### src/rtl/alarma_uart_cmd_if.sv
// alarma_uart_cmd_if: UART byte input and alarm setting outputs of the command decoder
interface alarma_uart_cmd_if;
  logic [7:0] rx_data;
  logic       rx_valid;
  logic       load;
  logic [4:0] ore_setare;
  logic [5:0] minute_setare;
  logic       stop;
  logic       err;
  logic       busy;
  modport master (output rx_data, rx_valid, input load, ore_setare, minute_setare, stop, err, busy);
  modport slave (input rx_data, rx_valid, output load, ore_setare, minute_setare, stop, err, busy);
endinterface

### src/rtl/alarma_uart_cmd.sv
// alarma_uart_cmd: decodes "AHH:MM<CR>" set and "X" cancel commands from the UART byte stream
module alarma_uart_cmd #(
  parameter int TIMEOUT_CYCLES = 50000000,
  parameter int TO_WIDTH = 26
) (
  input logic clock,
  input logic reset,
  alarma_uart_cmd_if.slave bus
);
  typedef enum logic [2:0] {IDLE, H1, H2, COL, M1, M2, END} state_t;
  state_t state_q, state_d, nxt;
  logic [3:0] ht_q, ht_d, hu_q, hu_d, mt_q, mt_d, mu_q, mu_d;
  logic [4:0] ore_q, ore_d, hr;
  logic [5:0] min_q, min_d, mn;
  logic load_q, load_d, stop_q, stop_d, err_q, err_d, ok, timeout;
  logic [TO_WIDTH-1:0] cnt_q, cnt_d;
  logic [7:0] dg;
  assign dg = bus.rx_data - 8'h30;
  assign hr = (5'(ht_q) << 3) + (5'(ht_q) << 1) + 5'(hu_q);
  assign mn = (6'(mt_q) << 3) + (6'(mt_q) << 1) + 6'(mu_q);
  // counter is one behind the quiet-cycle count, so err lands TIMEOUT_CYCLES after the byte
  assign timeout = state_q != IDLE && !bus.rx_valid && cnt_q == TO_WIDTH'(TIMEOUT_CYCLES - 2);
  always_comb begin
    ok = 1'b1;
    nxt = IDLE;
    case (state_q)
      H1: begin ok = dg <= 8'd2; nxt = H2; end
      H2: begin ok = dg <= (ht_q == 4'd2 ? 8'd3 : 8'd9); nxt = COL; end
      COL: begin ok = bus.rx_data == 8'h3a; nxt = M1; end
      M1: begin ok = dg <= 8'd5; nxt = M2; end
      M2: begin ok = dg <= 8'd9; nxt = END; end
      END: ok = bus.rx_data == 8'h0d;
      default: nxt = bus.rx_data == 8'h41 ? H1 : IDLE;
    endcase
  end
  always_comb begin
    state_d = state_q;
    ht_d = ht_q;
    hu_d = hu_q;
    mt_d = mt_q;
    mu_d = mu_q;
    load_d = 1'b0;
    stop_d = 1'b0;
    err_d = 1'b0;
    cnt_d = bus.rx_valid || state_q == IDLE ? '0 : cnt_q + 1'b1;
    if (bus.rx_valid) begin
      state_d = ok ? nxt : IDLE;
      err_d = state_q != IDLE && !ok;
      stop_d = state_q == IDLE && bus.rx_data == 8'h58;
      load_d = state_q == END && ok;
      ht_d = state_q == H1 ? dg[3:0] : ht_q;
      hu_d = state_q == H2 ? dg[3:0] : hu_q;
      mt_d = state_q == M1 ? dg[3:0] : mt_q;
      mu_d = state_q == M2 ? dg[3:0] : mu_q;
    end else if (timeout) begin
      state_d = IDLE;
      err_d = 1'b1;
    end
    ore_d = load_d ? hr : ore_q;
    min_d = load_d ? mn : min_q;
  end
  always_ff @(posedge clock) begin
    if (reset) begin
      state_q <= IDLE;
      {ht_q, hu_q, mt_q, mu_q} <= '0;
      ore_q <= '0;
      min_q <= '0;
      {load_q, stop_q, err_q} <= '0;
      cnt_q <= '0;
    end else begin
      state_q <= state_d;
      {ht_q, hu_q, mt_q, mu_q} <= {ht_d, hu_d, mt_d, mu_d};
      ore_q <= ore_d;
      min_q <= min_d;
      {load_q, stop_q, err_q} <= {load_d, stop_d, err_d};
      cnt_q <= cnt_d;
    end
  end
  assign bus.load = load_q;
  assign bus.stop = stop_q;
  assign bus.err = err_q;
  assign bus.busy = state_q != IDLE;
  assign bus.ore_setare = ore_q;
  assign bus.minute_setare = min_q;
endmodule
### src/flat_wrapper.sv
// flat-port wrapper written by rule: the top's interface ports become plain ports
module alarma_uart_cmd_flat 
#(
  parameter int TIMEOUT_CYCLES = 50000000,
  parameter int TO_WIDTH = 26
)
  (clock, reset, bus_rx_data, bus_rx_valid, bus_load, bus_ore_setare, bus_minute_setare, bus_stop, bus_err, bus_busy);
  alarma_uart_cmd_if bus_i ();
  input logic clock;
  input logic reset;
  input wire logic [$bits(bus_i.rx_data)-1:0] bus_rx_data;
  input wire logic [$bits(bus_i.rx_valid)-1:0] bus_rx_valid;
  output wire logic [$bits(bus_i.load)-1:0] bus_load;
  output wire logic [$bits(bus_i.ore_setare)-1:0] bus_ore_setare;
  output wire logic [$bits(bus_i.minute_setare)-1:0] bus_minute_setare;
  output wire logic [$bits(bus_i.stop)-1:0] bus_stop;
  output wire logic [$bits(bus_i.err)-1:0] bus_err;
  output wire logic [$bits(bus_i.busy)-1:0] bus_busy;
  assign bus_i.rx_data = bus_rx_data;
  assign bus_i.rx_valid = bus_rx_valid;
  assign bus_load = bus_i.load;
  assign bus_ore_setare = bus_i.ore_setare;
  assign bus_minute_setare = bus_i.minute_setare;
  assign bus_stop = bus_i.stop;
  assign bus_err = bus_i.err;
  assign bus_busy = bus_i.busy;
  alarma_uart_cmd #(.TIMEOUT_CYCLES(TIMEOUT_CYCLES), .TO_WIDTH(TO_WIDTH)) u_core (.clock(clock), .reset(reset), .bus(bus_i));
endmodule
### config.mk
export PLATFORM = sky130hd
export DESIGN_NAME = alarma_uart_cmd_flat
export DESIGN_NICKNAME = d
export VERILOG_FILES = /design/src/rtl/alarma_uart_cmd_if.sv /design/src/rtl/alarma_uart_cmd.sv /design/src/flat_wrapper.sv
export SDC_FILE = /design/constraint.sdc
export NUM_CORES = 1
export LEC_CHECK = 0
export ABC_CLOCK_PERIOD_IN_PS = 3200
export BUFFER_PORTS_ARGS = -buffer_cell sky130_fd_sc_hd__buf_2
export CELL_PAD_IN_SITES_DETAIL_PLACEMENT = 2
export CELL_PAD_IN_SITES_GLOBAL_PLACEMENT = 2
export CORE_MARGIN = 2
export CORE_UTILIZATION = 33
export CTS_CLUSTER_DIAMETER = 150
export DETAILED_ROUTE_END_ITERATION = 12
export HOLD_SLACK_MARGIN = 0.08
export PLACE_DENSITY = 0.8
export SLEW_MARGIN = 40
export SYNTH_ARGS = -nofsm -noshare
export SYNTH_HDL_FRONTEND = slang
export SYNTH_SLANG_ARGS = --single-unit
### constraint.sdc
create_clock -name clock -period 3.2 [get_ports clock]
set_clock_uncertainty 0.1 [all_clocks]
set_input_delay 0.16 -clock clock [delete_from_list [all_inputs] [get_ports clock]]
set_output_delay 0.16 -clock clock [all_outputs]
set_load 0.05 [all_outputs]
==> impl_metrics.json, run 1 <==
{
  "power_density_mw_per_mm2": 440,
  "instances_no_fill": 451,
  "synthAdderAreaFrac_pct": 7.59,
  "fin_setup_tns_ns": 0,
  "p_comb_share_pct": 2.7,
  "end_kind": "flop",
  "grtUsageTotal_pct": 17.0,
  "rows": 34,
  "numCtsBuffers": 9,
  "finalHoldViolations": 0,
  "wl_per_cell_um": 16.8,
  "port_buffers": 25,
  "synth.avg_cell_area_um2": 9.16,
  "power_leakage_nw": 1.38,
  "grt.busiest_layer": "met2",
  "grt_setup_unrepaired": "no",
  "syn2layout_area_growth_pct": 14.9,
  "swShare_pct": 22.5,
  "core_area_mm2": 0.00859,
  "die_area_mm2": 0.00945,
  "critPathMaxStageDelay_ns": 0.56,
  "holdWs_ns": 0.111,
  "die_y_um": 97.2,
  "maxSlewHeadroom_pct": 49.9,
  "synthFlopType": "dfxtp_1",
  "maxCapViolCount": 0,
  "max-vdd-ir-drop_mv": 0.205,
  "synth_cells": 313,
  "netlist-cell-type-count": 42,
  "path_delay_family": "simple AND/OR/NAND/NOR gates",
  "layout-drive-gt1-share_pct": 14.0,
  "ys_ff_latch": 59,
  "vias": 2328,
  "clk_pin_slew_ns": 0.07,
  "nets": 364,
  "p_switching_mw": 0.327,
  "clk_path_buf_depth": 2,
  "grt_use_met2_pct": 29.7,
  "synth_top_family_by_area": "simple AND/OR/NAND/NOR gates",
  "hp-class": "primary input to flop",
  "crit_path_start_kind": "flop",
  "worst_slew_pin_slew_ns": 0.745,
  "drtIter0Drc": 62,
  "drtAntennaViolNets": 0,
  "final_area_mm2": 0.00329,
  "cp.required_ns": 3.37,
  "hold_buffers": 3,
  "grt_pass1_wl_um": 13000,
  "max_freq_mhz": 405,
  "crit_chain": "ha_1 > nand3_1 > nor3_1 > nor2b_1 > nand2b_1 > or3_1 > a21oi_1",
  "tritoncts": "yes",
  "antenna_found_initial": 0,
  "clkPwrFrac_pct": 46.6,
  "vias_per_cell": 5.16,
  "post-route-util_pct": 38.3,
  "crit_slowest_cell": "nor3_1",
  "diodes": 0,
  "report.final.slew_viol_count": 0,
  "outcome": "completed",
  "dp.cells": 432,
  "setup_ws_ns": 0.729,
  "syn_area_mm2": 0.00287,
  "synth_edf_count": 0,
  "synth-xor-area-share_pct": 7.94,
  "cts_root_buffer": "clkbuf_8",
  "grt_max_degree": 32,
  "synth_warnings": 0,
  "htreeDepth": 3,
  "path_buf_inv": 0,
  "postCtsSetupBuffers": 0,
  "io_pins": 26,
  "period_needed_ns": 2.47,
  "path_max_fanout": 5,
  "detail_route.drc_violations": 0,
  "critPathKind": "flop to flop",
  "place_area_mm2": 0.00307,
  "gp_congestion": 0.733,
  "grt_overflow": 0,
  "gr-usage-met1_pct": 21.1,
  "period_share_pct": 77.2,
  "setup_viol": 0,
  "cts_sinks": 59,
  "synth-async-reset-ratio_pct": 0,
  "yosysSeqAreaShare_pct": 41.2,
  "pre_cts_ws_ns": 0.760,
  "die_w_um": 97.2,
  "first_pass_iters": 4,
  "post-dp-hpwl_um": 5110,
  "synth_compound_area_share_pct": 6.72,
  "totalWireLength_um": 7560,
  "critPathArrivalTime_ns": 2.64,
  "met3_usage_pct": 3.67,
  "totalPowerFinal_mw": 1.45,
  "ctsResizeCount": 0,
  "p_int_mw": 1.12,
  "synthMuxAreaShare_pct": 9.42,
  "seqPwrFrac_pct": 50.7,
  "start_util_pct": 33.4,
  "grt_pass1_vias": 2587,
  "syn_nets": 339,
  "insertion_delay_ns": 0.34,
  "yosys.area_share.simple_pct": 24.1
}
==> power groups by stage <==
stage                     combinational, mW  clock (mW)  sequential [mW]
final                                0.0387       0.676            0.734
after global routing                 0.0425       0.730            0.734
after CTS                            0.0389       0.700            0.734
after detailed placement             0.0367           0            0.751
after global placement               0.0352           0            0.751
after floorplan                      0.0210           0            0.751
==> worst paths after layout <==
path                                                  from                     endpoint  slack (ns)  depth (start not counted)
worst min-delay path                          bus_rx_valid    u_core.bus.err$_SDFF_PP0_        0.11                          3
worst max register to register  u_core.cnt_q[0]$_SDFF_PP0_  u_core.cnt_q[22]$_SDFF_PP0_        0.73                          7
worst min register to register  u_core.cnt_q[0]$_SDFF_PP0_   u_core.cnt_q[0]$_SDFF_PP0_        0.37                          1
worst max-delay path            u_core.cnt_q[0]$_SDFF_PP0_  u_core.cnt_q[22]$_SDFF_PP0_        0.73                          7
==> final cells by class <==
cell class,instances,area [um2]
clock buffer,11,141
clock inverter,5,52.6
fill,955,5300
inverter,4,15.0
multi-input combinational,235,1610
sequential,59,1180
tap,108,135
timing repair buffer,29,163
==> cell families after synthesis <==
family	Yosys count
AOI/OAI and AO/OA	29
muxes	27
adders and majority gates	15
xor gates and xnor gates	26
and+or+nand+nor	138
DFF	59
buffers and inverters	19
==> worst min-delay path, delay by kind of cell <==
family / cells / cell delay, ns
buffers and inverters: 1 / 0.16
AO/OA/AOI/OAI: 1 / 0.07
AND/OR/NAND/NOR: 1 / 0.09
==> cell usage after synthesis, types with 2 or more instances <==
cell type | number | area share (%)
a21o_1 | 3 | 0.79
a21oi_1 | 11 | 1.9
and2_1 | 3 | 0.65
and3_1 | 4 | 0.87
and4_1 | 3 | 0.92
buf_6 | 2 | 0.79
clkbuf_1 | 12 | 1.6
dfxtp_1 | 59 | 41
fa_1 | 4 | 2.8
ha_1 | 11 | 4.8
inv_1 | 4 | 0.52
mux2i_1 | 27 | 9.4
nand2_1 | 18 | 2.4
nand2b_1 | 4 | 0.87
nand3_1 | 10 | 1.7
nand4_1 | 9 | 2.0
nor2_1 | 60 | 7.9
nor2b_1 | 4 | 0.87
nor3_1 | 5 | 0.87
nor3b_1 | 3 | 0.79
nor4_1 | 2 | 0.44
o21ai_0 | 6 | 1.0
o31ai_1 | 2 | 0.52
or3_1 | 5 | 1.1
xnor2_1 | 9 | 2.7
xor2_1 | 17 | 5.2
==> layer usage <==
layer | wire (um) | vias up
li1 | - | 1131
met1 | 3520 | 1156
met2 | 3760 | 33
met3 | 221 | 8
met4 | 65 | 0
met5 | 0 | -
==> cell usage in the layout, fill, tap and decap left out, types with 2 or more instances in the layout <==
cell	n
clkbuf_8	10
buf_2	25
and3_1	4
nor4_1	2
nand2_1	17
a21o_1	3
a21oi_1	11
nand3_1	10
and2_1	3
or3_1	5
nand4_1	9
nor2_1	60
clkinv_2	3
o21ai_0	6
xor2_1	17
nor3_1	5
and4_1	3
mux2i_1	27
ha_1	11
dlygate4sd3_1	3
nor2b_1	4
nand2b_1	4
inv_1	4
dfxtp_1	59
fa_1	4
nor3b_1	2
o31ai_1	2
xnor2_1	9
==> flip-flops by register name (all words and copies together), names as in the netlist <==
name	count
u_core.bus.err	1
u_core.bus.ore_setare	5
u_core.ht_q	4
u_core.state_q	3
u_core.cnt_q	26
u_core.mt_q	4
u_core.hu_q	4
u_core.bus.load	1
u_core.mu_q	4
u_core.bus.minute_setare	6
u_core.bus.stop	1
(Power assumes the default switching activity.)
==> inputs of run 2 (changes only) <==
ABC_AREA = 1   (was default)
ABC_CLOCK_PERIOD_IN_PS = 2500   (was 3200)
PLACE_DENSITY = 0.86   (was 0.8)
clock period = 2.5 ns   (was 3.2 ns; I/O delays follow)
==> impl_metrics.json, run 2 <==
{
  "outcome": "completed",
  "diodes": 0,
  "antenna_found_initial": 0,
  "maxCapViolCount": 0,
  "grt_max_degree": 28,
  "netlist-cell-type-count": 34,
  "maxSlewHeadroom_pct": 62.4,
  "synth_top_area_cell": "dfxtp_1",
  "synth.most_common_cell": "nand2_1",
  "hp-class": "primary input to flop",
  "clk_pin_slew_ns": 0.07,
  "rows": 35,
  "critPathArrivalTime_ns": 2.40,
  "synth-async-reset-ratio_pct": 0,
  "yosys-top-cells-count": "nand2_1, dfxtp_1, a21oi_1, inv_1, nand3_1",
  "yosys.area.top_type_share_pct": 37.1,
  "synth_warnings": 0,
  "gp_congestion": 0.861,
  "nets": 514,
  "layout_commonest_cell": "nand2_1",
  "die_y_um": 102,
  "totalWireLength_um": 11400,
  "die_area_mm2": 0.0104,
  "detail_route.drc_violations": 0,
  "finalHoldViolations": 0,
  "drtIter0Drc": 97,
  "ys_ff_latch": 59,
  "place_area_mm2": 0.00341,
  "yosys.area_share.simple_pct": 33.0,
  "power_density_mw_per_mm2": 586,
  "fin_setup_tns_ns": 0,
  "first_pass_iters": 4,
  "cts_root_buffer": "clkbuf_8",
  "post-dp-hpwl_um": 7250,
  "largest_reg_flops": 26,
  "cts_sinks": 59,
  "io_pins": 26,
  "vias": 3240,
  "hold_buffers": 8,
  "numCtsBuffers": 9,
  "synth_top_family_by_area": "simple AND/OR/NAND/NOR gates",
  "grt_overflow": 0,
  "insertion_delay_ns": 0.35,
  "top_register": "u_core.cnt_q",
  "synth_edf_count": 0,
  "path_max_fanout": 4,
  "critPathKind": "flop to flop",
  "holdWs_ns": 0.120,
  "period_needed_ns": 2.25,
  "postCtsSetupBuffers": 0,
  "totalPowerFinal_mw": 2.20,
  "grt_pass1_wl_um": 18300,
  "synth-xor-area-share_pct": 2.48,
  "syn_area_mm2": 0.00318,
  "max_freq_mhz": 445,
  "htreeDepth": 3,
  "start_util_pct": 34.3,
  "final_area_mm2": 0.00376,
  "report.final.slew_viol_count": 0,
  "post-route-util_pct": 40.5,
  "synthFlopType": "dfxtp_1",
  "crit_path_start_kind": "flop",
  "end_kind": "flop",
  "power_leakage_nw": 1.44,
  "grt_setup_unrepaired": "no",
  "drtAntennaViolNets": 0,
  "period_share_pct": 89.8,
  "worst_slew_pin_slew_ns": 0.559,
  "synth_cells": 456,
  "yosysSeqAreaShare_pct": 37.1,
  "grt_pass1_vias": 3521,
  "synth_compound_area_share_pct": 11.5,
  "port_buffers": 25,
  "vias_per_cell": 5.21,
  "synth.avg_cell_area_um2": 6.98,
  "synthAdderAreaFrac_pct": 6.84,
  "synth.area.top_cells": "dfxtp_1, nand2_1, a21oi_1",
  "wl_per_cell_um": 18.3,
  "syn_nets": 482,
  "grtUsageTotal_pct": 23.1,
  "die_w_um": 102,
  "syn2layout_area_growth_pct": 18.1,
  "final_cell_mix": "nand2_1, dfxtp_1, inv_1, a21oi_1, nand3_1",
  "synthMuxAreaShare_pct": 0,
  "clk_path_buf_depth": 2,
  "core_area_mm2": 0.00928,
  "max-vdd-ir-drop_mv": 0.500,
  "setup_viol": 0,
  "layout-drive-gt1-share_pct": 12.4,
  "tritoncts": "yes",
  "cp.required_ns": 2.65,
  "ctsResizeCount": 0,
  "fillers": 1130
}
[run 2: power breakdown]
part           total (mW)  switching (mW)  internal (mW)
Clock                1.19           0.430          0.761
Sequential          0.940        0.000647          0.939
Combinational      0.0707          0.0486         0.0221
[run 2: final timing paths]
path,from,endpoint,slack (ns),depth (start not counted)
max,u_core.ht_q[0]$_SDFFE_PP0P_,u_core.bus.ore_setare[4]$_SDFFE_PP0P_,0.25,7
min,bus_rx_valid,u_core.mt_q[3]$_SDFFE_PP0P_,0.12,3
max reg2reg,u_core.ht_q[0]$_SDFFE_PP0P_,u_core.bus.ore_setare[4]$_SDFFE_PP0P_,0.25,7
min reg2reg,u_core.hu_q[0]$_SDFFE_PP0P_,u_core.hu_q[0]$_SDFFE_PP0P_,0.38,2
[run 2: area by class of cell]
class | instances | area (um2) | area share (%)
clock buffers | 9 | 124 | 3.30
clock inverters | 7 | 140 | 3.73
inverters | 58 | 218 | 5.79
multi-input cells | 325 | 1710 | 45.6
flip-flops and latches | 59 | 1180 | 31.4
well taps | 129 | 161 | 4.30
repair buffers | 35 | 220 | 5.86
[run 2: kinds of logic after synthesis]
kind of cell             after synthesis
adder cells (fa/ha/maj)               15
AND/OR/NAND/NOR                      229
flip-flops                            59
XOR/XNOR                               9
AO/OA/AOI/OAI                         72
buffers and inverters                 72
[run 2: per-stage QoR]
step / setup WS (ns) / instances
after floorplan: 0.533 / 456
after global placement: 0.489 / 598
after detailed placement: 0.419 / 598
after CTS: 0.231 / 622
after global routing: 0.178 / 622
final: 0.255 / 622
[run 2: worst max-delay path: stages (launching register included)]
cell and delay [ns]:
dfxtp_1 0.42, fa_1 0.49, fa_1 0.46, xnor2_1 0.24, xnor2_1 0.16, nand3_1 0.12, nand2_1 0.10, nor2_1 0.05
[run 2: metal layers]
metal | vias to the layer above | track usage [%] | part of all wire, %
met4 | 0 | 7.49 | 2.1
met1 | 1606 | 30.5 | 48
met3 | 23 | 4.99 | 3.0
met2 | 60 | 37.7 | 47
li1 | 1551 | - | -
met5 | - | 0 | 0
